### config.mk
export PLATFORM = sky130hd
export DESIGN_NAME = seg_scan_driver
export DESIGN_NICKNAME = d
export VERILOG_FILES = /design/src/rtl/seg_scan_driver.sv
export SDC_FILE = /design/constraint.sdc
export NUM_CORES = 1
export LEC_CHECK = 0
export CORE_UTILIZATION = 48
export DETAILED_ROUTE_END_ITERATION = 10
export GPL_TIMING_DRIVEN = 0
export MAX_ROUTING_LAYER = met4
export PLACE_DENSITY = 0.74
export SETUP_SLACK_MARGIN = 0.5
export SLEW_MARGIN = 30
export SYNTH_ARGS = -nofsm -noshare
export SYNTH_HDL_FRONTEND = slang
export SYNTH_SLANG_ARGS = --single-unit
export TNS_END_PERCENT = 100
### constraint.sdc
create_clock -name clk -period 2.45 [get_ports clk]
set_input_delay 0.245 -clock clk [delete_from_list [all_inputs] [get_ports clk]]
set_output_delay 0.245 -clock clk [all_outputs]
set_load 0.1 [all_outputs]
### src/rtl/seg_scan_driver.sv
// seg_scan_driver: time-multiplexed four-digit seven-segment scanner.
//
// Drives one shared active-low segment bus and four active-low digit enables
// from four 8-bit segment patterns. All four patterns and the digit mask are
// captured once per frame, so a refresh never shows a mix of old and new values.
//
// Optional feature macro: DISP_BLANK_EN
//   Defined   : the first BLANK_CYC cycles of every slot are forced blank.
//   Undefined : every slot drives its digit for all CLK_DIV cycles.

module seg_scan_driver #(
  parameter int unsigned CLK_DIV   = 50000,
  parameter int unsigned BLANK_CYC = 500
) (
  input  logic       clk,
  input  logic       clear,
  input  logic       en,
  input  logic [7:0] LED0,
  input  logic [7:0] LED1,
  input  logic [7:0] LED2,
  input  logic [7:0] LED3,
  input  logic [3:0] dig_mask,
  output logic [7:0] seg,
  output logic [3:0] an,
  output logic [1:0] digit_idx,
  output logic       frame_done
);

  localparam int unsigned CNT_W = (CLK_DIV > 1) ? $clog2(CLK_DIV) : 1;
  localparam logic [CNT_W-1:0] CNT_LAST = CNT_W'(CLK_DIV - 1);

  // Reject illegal configurations at elaboration.
  if (CLK_DIV < 2) begin : g_bad_clk_div
    $error("seg_scan_driver: CLK_DIV must be at least 2");
  end
  if (BLANK_CYC >= CLK_DIV) begin : g_bad_blank_cyc
    $error("seg_scan_driver: BLANK_CYC must be smaller than CLK_DIV");
  end

  // Scan state.
  logic [CNT_W-1:0] r_cnt;
  logic [1:0]       r_idx;

  // Frame snapshot.
  logic [7:0]       r_sh [4];
  logic [3:0]       r_shmask;

  // Registered outputs.
  logic [7:0]       r_seg;
  logic [3:0]       r_an;
  logic [1:0]       r_digit_idx;
  logic             r_frame_done;

  // Combinational next-state terms.
  logic             w_cnt_last;
  logic             w_snap;
  logic [7:0]       w_live [4];
  logic [7:0]       w_data [4];
  logic [3:0]       w_mask;
  logic             w_dead;
  logic             w_blank;
  logic [7:0]       w_seg_d;
  logic [3:0]       w_an_d;
  logic             w_frame_end;

  // Dead-time window at the start of each slot (only when the feature is built).
`ifdef DISP_BLANK_EN
  if (BLANK_CYC == 0) begin : g_no_dead
    assign w_dead = 1'b0;
  end else begin : g_dead
    assign w_dead = (32'(r_cnt) < BLANK_CYC);
  end
`else
  assign w_dead = 1'b0;
`endif

  // Slot/frame decode, snapshot bypass and next output values.
  always_comb begin
    w_live[0] = LED0;
    w_live[1] = LED1;
    w_live[2] = LED2;
    w_live[3] = LED3;

    w_cnt_last  = (r_cnt == CNT_LAST);
    w_snap      = en && (r_cnt == '0) && (r_idx == 2'd0);
    w_frame_end = en && (r_idx == 2'd3) && w_cnt_last;

    // On a snapshot cycle the shadow still holds last frame's data, so show the
    // live inputs directly; otherwise slot 0 would open with one stale cycle.
    for (int i = 0; i < 4; i++) begin
      w_data[i] = w_snap ? w_live[i] : r_sh[i];
    end
    w_mask = w_snap ? dig_mask : r_shmask;

    w_blank = !en || w_mask[r_idx] || w_dead;

    if (w_blank) begin
      w_an_d  = 4'b1111;
      w_seg_d = 8'hFF;
    end else begin
      w_an_d  = ~(4'b0001 << r_idx);
      w_seg_d = w_data[r_idx];
    end
  end

  // Prescaler and slot index; both freeze while en is low.
  always_ff @(posedge clk or negedge clear) begin
    if (!clear) begin
      r_cnt <= '0;
      r_idx <= 2'd0;
    end else if (en) begin
      if (w_cnt_last) begin
        r_cnt <= '0;
        r_idx <= r_idx + 2'd1;
      end else begin
        r_cnt <= r_cnt + 1'b1;
      end
    end
  end

  // Frame snapshot of all patterns and the mask at the start of slot 0.
  always_ff @(posedge clk or negedge clear) begin
    if (!clear) begin
      for (int i = 0; i < 4; i++) begin
        r_sh[i] <= 8'hFF;
      end
      r_shmask <= 4'b1111;
    end else if (w_snap) begin
      for (int i = 0; i < 4; i++) begin
        r_sh[i] <= w_live[i];
      end
      r_shmask <= dig_mask;
    end
  end

  // Output registers: an and seg change on the same edge, so an enable is
  // never low while the bus carries another digit's pattern.
  always_ff @(posedge clk or negedge clear) begin
    if (!clear) begin
      r_an         <= 4'b1111;
      r_seg        <= 8'hFF;
      r_digit_idx  <= 2'd0;
      r_frame_done <= 1'b0;
    end else begin
      r_an         <= w_an_d;
      r_seg        <= w_seg_d;
      r_digit_idx  <= r_idx;
      r_frame_done <= w_frame_end;
    end
  end

  assign seg        = r_seg;
  assign an         = r_an;
  assign digit_idx  = r_digit_idx;
  assign frame_done = r_frame_done;

endmodule
==> results by group, run 1 <==
Clock network
  • CTS tree: yes
  • H-tree levels: 3
  • Clock buffer count from CTS: 9
  • Root Driver: clkbuf_8
  • Clock buffer depth: 2
  • Clock slew at reported path FFs: 0.07 ns
  • Clk Latency, worst-skew pair: 0.36 ns
  • Sink Count: 69

STA
  • Tmin final: 2.51 ns
  • Setup TNS: -0.499 ns
  • Fmax: 0.398 GHz
  • Setup skew after layout: 0.0175 ns
  • Setup WS post-layout: -0.0618 ns
  • Final Cycle Share: 1.03
  • Final hold viol count: 0
  • Slew Viols, Final: 0
  • Slew headroom: 0.371
  • RSZ-0062 raised after global routing: true
  • Final setup violation count: 12
  • Actual slew at the worst max-slew pin: 0.948 ns

GRT
  • Met1 GRT Util: 0.333
  • GRT Overall Usage: 0.251
  • Initial antenna violation count: 0
  • Number of global-route vias before repair: 2,725
  • GRT overflow: 0
  • Largest net degree at the start of global routing: 52
  • GRT busiest layer: met2
  • First-pass GRT wire length: 13,500 µm
  • Grt met2 use: 0.391
  • Met3 GRT Util: 0.0423

Pwr
  • Clock share of power: 0.340
  • Lkg Pwr: 2.23 nW
  • Seq pwr share: 0.464
  • Total power: 0.00274 W
  • Power Internal: 0.00196 W
  • Comb pwr share: 0.196
  • Power Density: 562 mW/mm²
  • Net Sw Frac: 0.287
  • Worst vdd ir: 0.428 mV
  • Psw: 0.000788 W

Floorplan
  • Number of core rows: 30
  • Ports: 54
  • Initial Utilization: 0.496
  • Die area: 0.00736 mm²
  • Core Footprint: 0.00679 mm²
  • Die Height: 85.8 µm
  • Chip Width: 85.8 µm

Yosys
  • Mapped Area: 0.00337 mm²
  • Distinct cell type count after synthesis: 39
  • Syn Area/Cell: 10.3 µm²
  • Syn Nets: 373
  • Number of synthesized flops with an enable pin: 0
  • Post-synthesis register bit count: 69
  • Synth async-reset ratio: 1.00
  • Syn Inst Count: 328
  • Predominant post-synthesis flop cell: dfstp_2
  • Sequential fraction of the synthesis area: 0.530
  • Synth warnings: 0

Job
  • Max_cap viols: 0

Layout
  • Nets: 462
  • Fillers: 442
  • N_diodes: 0
  • Share of cells above drive strength 1: 0.469
  • Area grow syn2layout: 44.9%
  • Most frequent cells in the layout: nand2_1 (62), dfstp_2 (48), nand2_2 (39), clkdlybuf4s50_1 (37), dfrtp_1 (21)
  • Most common cell after layout, fill and taps aside: nand2_1

Setup path
  • Crit Path Class: reg2reg
  • WP data arrival: 2.76 ns
  • R2R cell count: 8
  • Worst R2R End: seg[7]$_DFF_PN1_
  • Setup slack, reg-to-reg: -0.06 ns
  • Worst EP required: 2.70 ns
  • CP endpoint kind: register
  • Critical path's slowest cell: or4_4
  • CP Launch Type: register
  • Worst r2r src: r_cnt[7]$_DFFE_PN0P_
  • Worst-path fanout max: 5
  • Crit path top cell by count: or4_4
  • Slowest stage delay, CP: 0.48 ns
  • CP cell instances: buf_6 > or4_4 > or4_4 > o21ai_0 > a22oi_2 > buf_4 > nor2_1 > o21ai_1

Route
  • DRT Wirelength: 8860 µm
  • Iter 0 DRT Violations: 165
  • Drt first pass iters: 4
  • Detailed-route via count: 2,816
  • Vias/cell: 5.44
  • DRC: 0
  • Avg WL per Cell: 17.1 µm
  • Detail Route Antenna Nets: 0

Hold path
  • Worst min path class: in2async

Place
  • Final HPWL DP: 5160 µm
  • Port bufs: 53
  • RD Place Congestion: 0.833

Outcome
  • Status: finished, violations left
  • Violations in the final reports: setup timing
==> worst max-delay path by stage <==
stage | from | end | slack, ns | cells after the start
floorplan | r_cnt[7]$_DFFE_PN0P_ | an[1]$_DFF_PN1_ | -0.007 | 8
global placement | clear | r_cnt[7]$_DFFE_PN0P_ | -1.09 | 1
detailed placement | r_cnt[7]$_DFFE_PN0P_ | seg[6]$_DFF_PN1_ | -0.30 | 8
CTS | r_cnt[7]$_DFFE_PN0P_ | an[1]$_DFF_PN1_ | -0.14 | 8
global route | r_cnt[6]$_DFFE_PN0P_ | an[1]$_DFF_PN1_ | -0.20 | 8
finish | r_cnt[7]$_DFFE_PN0P_ | seg[7]$_DFF_PN1_ | -0.06 | 8
==> cells by family (layout without fill, tap and decap cells) <==
logic type      after synthesis  count (layout)  share of synthesized area
buf+inv                      25             119                     0.0323
xor+xnor                     12              12                     0.0312
simple gates                175             175                      0.228
flops                        69              69                      0.530
fa+ha+maj                     6               6                     0.0223
mux                          17              17                      0.110
compound gates               24              24                     0.0461
==> power by group through the flow <==
stage	clock network [W]	registers (W)	logic, W
floorplan	0	0.00133	0.000205
global route	0.000989	0.00128	0.000578
finish	0.000932	0.00127	0.000538
CTS	0.000933	0.00127	0.000481
global placement	0	0.00128	0.000400
detailed placement	0	0.00128	0.000413
==> what timing repair did <==
action	in CTS	in global routing
hold buffers	1	0
cloned	3	2
gates resized for setup	58	106
hold endpoints to repair	8	0
pin swaps	17	67
setup endpoints to repair	75	70
setup buffers	11	6
==> through the flow <==
step	hold slack (ns)	instances	setup WS, ns	area, µm²	util
floorplan	-0.0506	328	-0.00734	3400	-
global placement	0.438	477	-1.09	4050	0.596
detailed placement	0.137	479	-0.299	4080	0.601
CTS	0.306	510	-0.141	4550	0.669
global route	0.347	518	-0.196	4880	0.719
finish	0.329	518	-0.0618	4880	0.719
==> metal layers <==
metal  share of wire  wire length (µm)
met5               0                 0
met4           0.022               193
met3           0.061               536
met2            0.51              4530
met1            0.41              3600
==> registers in the layout, summed over array words and instances (netlist names) <==
| register | cells |
|---|---|
| r_sh | 32 |
| r_cnt | 16 |
| seg | 8 |
| an | 4 |
| r_shmask | 4 |
| digit_idx | 2 |
| r_idx | 2 |
| frame_done | 1 |
==> worst max-delay path: cells and delay by family, from the launching register on <==
family | cells | cell delay (ns)
AOI/OAI and AO/OA | 3 | 0.60
buffers and inverters | 2 | 0.32
DFF | 1 | 0.37
and+or+nand+nor | 3 | 1.12
==> cell usage after synthesis, types with 2 or more instances <==
| master | instances | area share |
|---|---|---|
| o21ai_1 | 8 | 0.012 |
| dfstp_2 | 48 | 0.37 |
| nor4_1 | 2 | 0.0037 |
| xnor2_1 | 8 | 0.021 |
| o21ai_0 | 6 | 0.0089 |
| nor3_1 | 11 | 0.016 |
| and3_1 | 2 | 0.0037 |
| nand4_1 | 6 | 0.011 |
| a311oi_1 | 2 | 0.0052 |
| nand2_1 | 118 | 0.13 |
| inv_1 | 7 | 0.0078 |
| nor4_2 | 2 | 0.0074 |
| mux4_2 | 16 | 0.11 |
| nand3_1 | 9 | 0.013 |
| xor2_1 | 4 | 0.010 |
| buf_2 | 3 | 0.0045 |
| buf_1 | 3 | 0.0033 |
| or4_4 | 2 | 0.0067 |
| nor2_1 | 16 | 0.018 |
| clkbuf_1 | 10 | 0.011 |
| a21oi_1 | 2 | 0.0030 |
| ha_1 | 6 | 0.022 |
| dfrtp_1 | 21 | 0.16 |
==> final cells by class <==
type,count,area (µm²),area share
buffer,18,159,0.0325
clock buffer,12,145,0.0297
clock inverter,4,46.3,0.00948
inverter,7,26.3,0.00538
multi-input combinational,234,1800,0.369
sequential,69,1790,0.366
tap,96,120,0.0246
timing repair buffer,78,800,0.164
Power figures use the tool's default switching activity.
==> run 2, diff against run 1 <==
- SLEW_MARGIN: 30 -> 10
==> results by group, run 2 (same netlist as run 1, synthesis figures left out) <==
Outcome
  • Status: finished, violations left
  • Violations in the final reports: setup timing

Job
  • Max_cap viols: 0

Layout
  • Max reg flops: 32
  • Most flop-heavy register: r_sh
  • N_diodes: 0
  • Most common cell after layout, fill and taps aside: nand2_1
  • Share of cells above drive strength 1: 0.333
  • Nets: 455
  • Final Util: 0.664
  • Fillers: 515
  • Most frequent cells in the layout: nand2_1 (117), dfstp_2 (48), clkdlybuf4s50_1 (37), dfrtp_1 (21), mux4_2 (16)
  • Area grow syn2layout: 33.9%

Clock network
  • Clock slew at reported path FFs: 0.08 ns
  • Clock buffer count from CTS: 9
  • Root Driver: clkbuf_8
  • Sink Count: 69
  • H-tree levels: 3
  • CTS tree: yes
  • Clock buffer depth: 2
  • Clk Latency, worst-skew pair: 0.35 ns

Place
  • Port bufs: 53
  • Final HPWL DP: 5160 µm
  • RD Place Congestion: 0.833

GRT
  • Number of global-route vias before repair: 2,743
  • GRT Overall Usage: 0.245
  • Largest net degree at the start of global routing: 52
  • First-pass GRT wire length: 13,300 µm
  • GRT overflow: 0
  • Initial antenna violation count: 0

Route
  • DRC: 0
  • Drt first pass iters: 4
  • DRT Wirelength: 7610 µm
  • Detail Route Antenna Nets: 0
  • Detailed-route via count: 2,674
  • Avg WL per Cell: 14.9 µm
  • Vias/cell: 5.23
  • Iter 0 DRT Violations: 155

STA
  • Final setup violation count: 12
  • Setup WS post-layout: -0.0772 ns
  • RSZ-0062 raised after global routing: true
  • Final hold viol count: 0
  • Fmax: 0.396 GHz
  • Tmin final: 2.53 ns
  • Setup skew after layout: 0.0126 ns
  • Actual slew at the worst max-slew pin: 0.947 ns
  • Setup TNS: -0.565 ns
  • Slew headroom: 0.371
  • Final Cycle Share: 1.03
  • Slew Viols, Final: 0

Hold path
  • Worst min path class: in2async

Floorplan
  • Die area: 0.00736 mm²
  • Core Footprint: 0.00679 mm²
  • Die Height: 85.8 µm
  • Initial Utilization: 0.496
  • Ports: 54
  • Number of core rows: 30
  • Chip Width: 85.8 µm

Setup path
  • Worst EP required: 2.70 ns
  • CP Launch Type: register
  • Worst-path fanout max: 5
  • WP data arrival: 2.78 ns
  • Crit Path Class: reg2reg
  • CP endpoint kind: register

Pwr
  • Worst vdd ir: 0.350 mV
  • Lkg Pwr: 2.01 nW
  • Power Density: 583 mW/mm²
  • Total power: 0.00263 W
[run 2: repair_timing]
item                                    4_1_cts  5_1_grt
gates resized for setup                      52       24
buffers inserted                             10        5
endpoints found under the setup margin       75       68
endpoints found under the hold margin         8        0
pin swaps                                    17        4
cloned                                        1        0
hold buffers                                  1        0
[run 2: area by class of cell]
class | instances | area [µm²] | area share
multi-input cells | 234 | 1580 | 0.350
plain buffers | 18 | 141 | 0.0313
inverters | 7 | 26.3 | 0.00583
clock buffers | 11 | 131 | 0.0291
clock inverters | 5 | 51.3 | 0.0114
flip-flops and latches | 69 | 1790 | 0.396
repair buffers | 71 | 676 | 0.150
well taps | 96 | 120 | 0.0266
[run 2: worst max-delay path: stages (launching register included)]
cell,delay [ns]
dfrtp_1,0.38
buf_6,0.11
or4_4,0.48
or4_4,0.46
o211a_1,0.23
a311o_1,0.37
buf_6,0.16
o21ai_4,0.15
nand3_1,0.09
[run 2: report_power, final]
part	switching, W	leakage (nW)	total, W	internal, W
combinational	0.000255	1.16	0.000467	0.000212
clock	0.000430	0.0974	0.000897	0.000467
sequential	0.0000587	0.753	0.00127	0.00121
[run 2: path summary, 6_finish.rpt]
kind                                            from                      to  slack, ns  cells after the start
worst max-delay path            r_cnt[7]$_DFFE_PN0P_         an[1]$_DFF_PN1_      -0.08                      8
worst min-delay path                           clear  digit_idx[1]$_DFF_PN0_       0.32                      2
worst max register to register  r_cnt[7]$_DFFE_PN0P_         an[1]$_DFF_PN1_      -0.08                      8
worst min register to register   r_sh[2]$_DFFE_PN1N_     r_sh[2]$_DFFE_PN1N_       0.45                      2
max in group asynchronous                      clear    r_sh[16]$_DFFE_PN1N_       1.55                      3
min in group clk                             LED3[3]     r_sh[3]$_DFFE_PN1N_       0.42                      3
[run 2: metrics by stage]
stage | worst slack (ns) | hold WS (ns) | cells | area (µm²)
6_report | -0.0772 | 0.318 | 511 | 4510
5_1_grt | -0.149 | 0.323 | 511 | 4510
4_1_cts | -0.135 | 0.309 | 506 | 4460
3_5_place_dp | -0.288 | 0.137 | 478 | 4070
3_3_place_gp | -1.09 | 0.438 | 477 | 4050
2_1_floorplan | -0.00734 | -0.0506 | 328 | 3400
[run 2: routing by layer]
metal,vias up,global-route usage,part of all wire
li1,1281,-,-
met1,1312,0.330,0.44
met4,0,0.0833,0.012
met5,-,-,0
met3,10,0.0491,0.046
met2,71,0.374,0.50
==> run 3, diff against run 2 <==
- ABC_CLOCK_PERIOD_IN_PS: default -> 2450
- CORE_MARGIN: default -> 2
==> results by group, run 3 (same netlist as run 1, synthesis figures left out) <==
Setup path
  • CP cell instances: buf_6 > or4_4 > or4_4 > buf_4 > nor2_4 > buf_6 > mux2i_4 > buf_12 > nor3_2 > o21ai_1
  • Worst r2r src: r_cnt[7]$_DFFE_PN0P_
  • CP top delay family: simple AND/OR/NAND/NOR gates
  • Worst EP required: 2.73 ns
  • Critical path's slowest cell: or4_4
  • Crit Path Class: reg2reg
  • R2R cell count: 10
  • Setup slack, reg-to-reg: -0.11 ns
  • Slowest stage delay, CP: 0.50 ns
  • CP Launch Type: register
  • Worst R2R End: seg[7]$_DFF_PN1_
  • WP data arrival: 2.84 ns
  • Critical path buffer and inverter count: 4
  • CP endpoint kind: register
  • Worst-path fanout max: 5

Floorplan
  • Number of core rows: 30
  • Die Height: 87.8 µm
  • Ports: 54
  • Core Footprint: 0.00679 mm²
  • Initial Utilization: 0.496
  • Die area: 0.00770 mm²
  • Chip Width: 87.8 µm

Layout
  • Share of cells above drive strength 1: 0.336
  • Most common cell after layout, fill and taps aside: nand2_1
  • Final Instance Area: 0.00462 mm²
  • Most frequent cells in the layout: nand2_1 (117), dfstp_2 (48), clkdlybuf4s50_1 (37), dfrtp_1 (21), mux4_2 (16)
  • Area grow syn2layout: 37.0%
  • Most flop-heavy register: r_sh
  • Fillers: 498
  • N_diodes: 0
  • Max reg flops: 32
  • Nets: 455

Outcome
  • Violations in the final reports: setup timing
  • Status: finished, violations left

Clock network
  • H-tree levels: 3
  • CTS tree: yes
  • Clock buffer count from CTS: 9
  • Clk Latency, worst-skew pair: 0.36 ns
  • Root Driver: clkbuf_8
  • Clock buffer depth: 2
  • Sink Count: 69
  • Clock slew at reported path FFs: 0.07 ns

STA
  • Final hold viol count: 0
  • Setup WS post-layout: -0.115 ns
  • Setup skew after layout: 0.0130 ns
  • Actual slew at the worst max-slew pin: 0.949 ns
  • Hold Slack: 0.332 ns
  • RSZ-0062 raised after global routing: true
  • Final Cycle Share: 1.05
  • Setup TNS: -1.08 ns
  • Tmin final: 2.56 ns
  • Fmax: 0.390 GHz
  • Slew headroom: 0.370
  • Final setup violation count: 12
  • Slew Viols, Final: 0

Place
  • RD Place Congestion: 0.858
  • Final HPWL DP: 5190 µm
  • DP Worst Slack: -0.330 ns
  • Placement-stage cell area: 0.00407 mm²
  • Port bufs: 53

Route
  • DRC: 0
  • Detail Route Antenna Nets: 0
  • DRT Wirelength: 8370 µm
  • Vias/cell: 5.36
  • Iter 0 DRT Violations: 202
  • Detailed-route via count: 2,732
  • Drt first pass iters: 4
  • Avg WL per Cell: 16.4 µm

Job
  • Max_cap viols: 0

GRT
  • GRT overflow: 0
  • First-pass GRT wire length: 13,000 µm
  • Initial antenna violation count: 0
  • Largest net degree at the start of global routing: 49
  • GRT Overall Usage: 0.235
  • Number of global-route vias before repair: 2,794

Pwr
  • Lkg Pwr: 2.03 nW
  • Power Density: 612 mW/mm²
  • Worst vdd ir: 0.287 mV
  • Total power: 0.00283 W

Hold path
  • Worst min path class: in2async
-- run 3: cell types whose count changed in the layout (fill, tap and decap cells not counted), moves of 3 or more --
cell,change
buf_8,+4
clkbuf_16,+3
clkinv_2,-3
buf_4,-4
-- run 3: worst max-delay path by stage --
| stage | slack (ns) | cells after the start | to | from |
|---|---|---|---|---|
| 6_report | -0.11 | 10 | seg[7]$_DFF_PN1_ | r_cnt[7]$_DFFE_PN0P_ |
| 5_1_grt | -0.18 | 8 | an[1]$_DFF_PN1_ | r_cnt[7]$_DFFE_PN0P_ |
| 4_1_cts | -0.16 | 8 | an[0]$_DFF_PN1_ | r_cnt[7]$_DFFE_PN0P_ |
| 3_5_place_dp | -0.33 | 8 | seg[6]$_DFF_PN1_ | r_cnt[7]$_DFFE_PN0P_ |
| 3_3_place_gp | -1.10 | 1 | digit_idx[1]$_DFF_PN0_ | clear |
| 2_1_floorplan | -0.007 | 8 | an[1]$_DFF_PN1_ | r_cnt[7]$_DFFE_PN0P_ |
-- run 3: layer usage --
| layer | wire, µm | track usage | vias to the layer above | share of wire |
|---|---|---|---|---|
| li1 | - | - | 1286 | - |
| met1 | 3470 | 0.284 | 1338 | 0.41 |
| met2 | 4250 | 0.375 | 90 | 0.51 |
| met3 | 431 | 0.0415 | 18 | 0.052 |
| met4 | 210 | 0.131 | 0 | 0.025 |
| met5 | 0 | - | - | 0 |
-- run 3: final cells by class --
type	count	area [µm²]	area share
Sequential cell	69	1790	0.387
Clock inverter	5	82.6	0.0179
Multi-Input combinational cell	234	1580	0.342
Clock buffer	10	138	0.0298
Tap cell	96	120	0.0260
Inverter	7	26.3	0.00569
Timing Repair Buffer	71	733	0.159
Buffer	18	149	0.0323
-- run 3: stage by stage --
step	util	std cells
after floorplan	-	328
after global placement	0.596	477
after global routing	0.679	510
after detailed placement	0.599	478
after CTS	0.660	503
final	0.679	510
-- run 3: repair_timing --
item	4_1_cts	5_1_grt
pin swaps	16	4
gates resized for setup	55	28
hold buffers	1	0
endpoints found under the hold margin	4	0
cloned	1	3
setup buffers	8	4
setup endpoints to repair	75	69
-- run 3: power breakdown --
group / total, W / switching, W / leakage, nW / internal (W)
registers: 0.00127 / 0.0000645 / 0.753 / 0.00121
logic: 0.000505 / 0.000277 / 1.17 / 0.000228
clock network: 0.00105 / 0.000449 / 0.109 / 0.000599
total: 0.00283 / 0.000790 / 2.03 / 0.00204
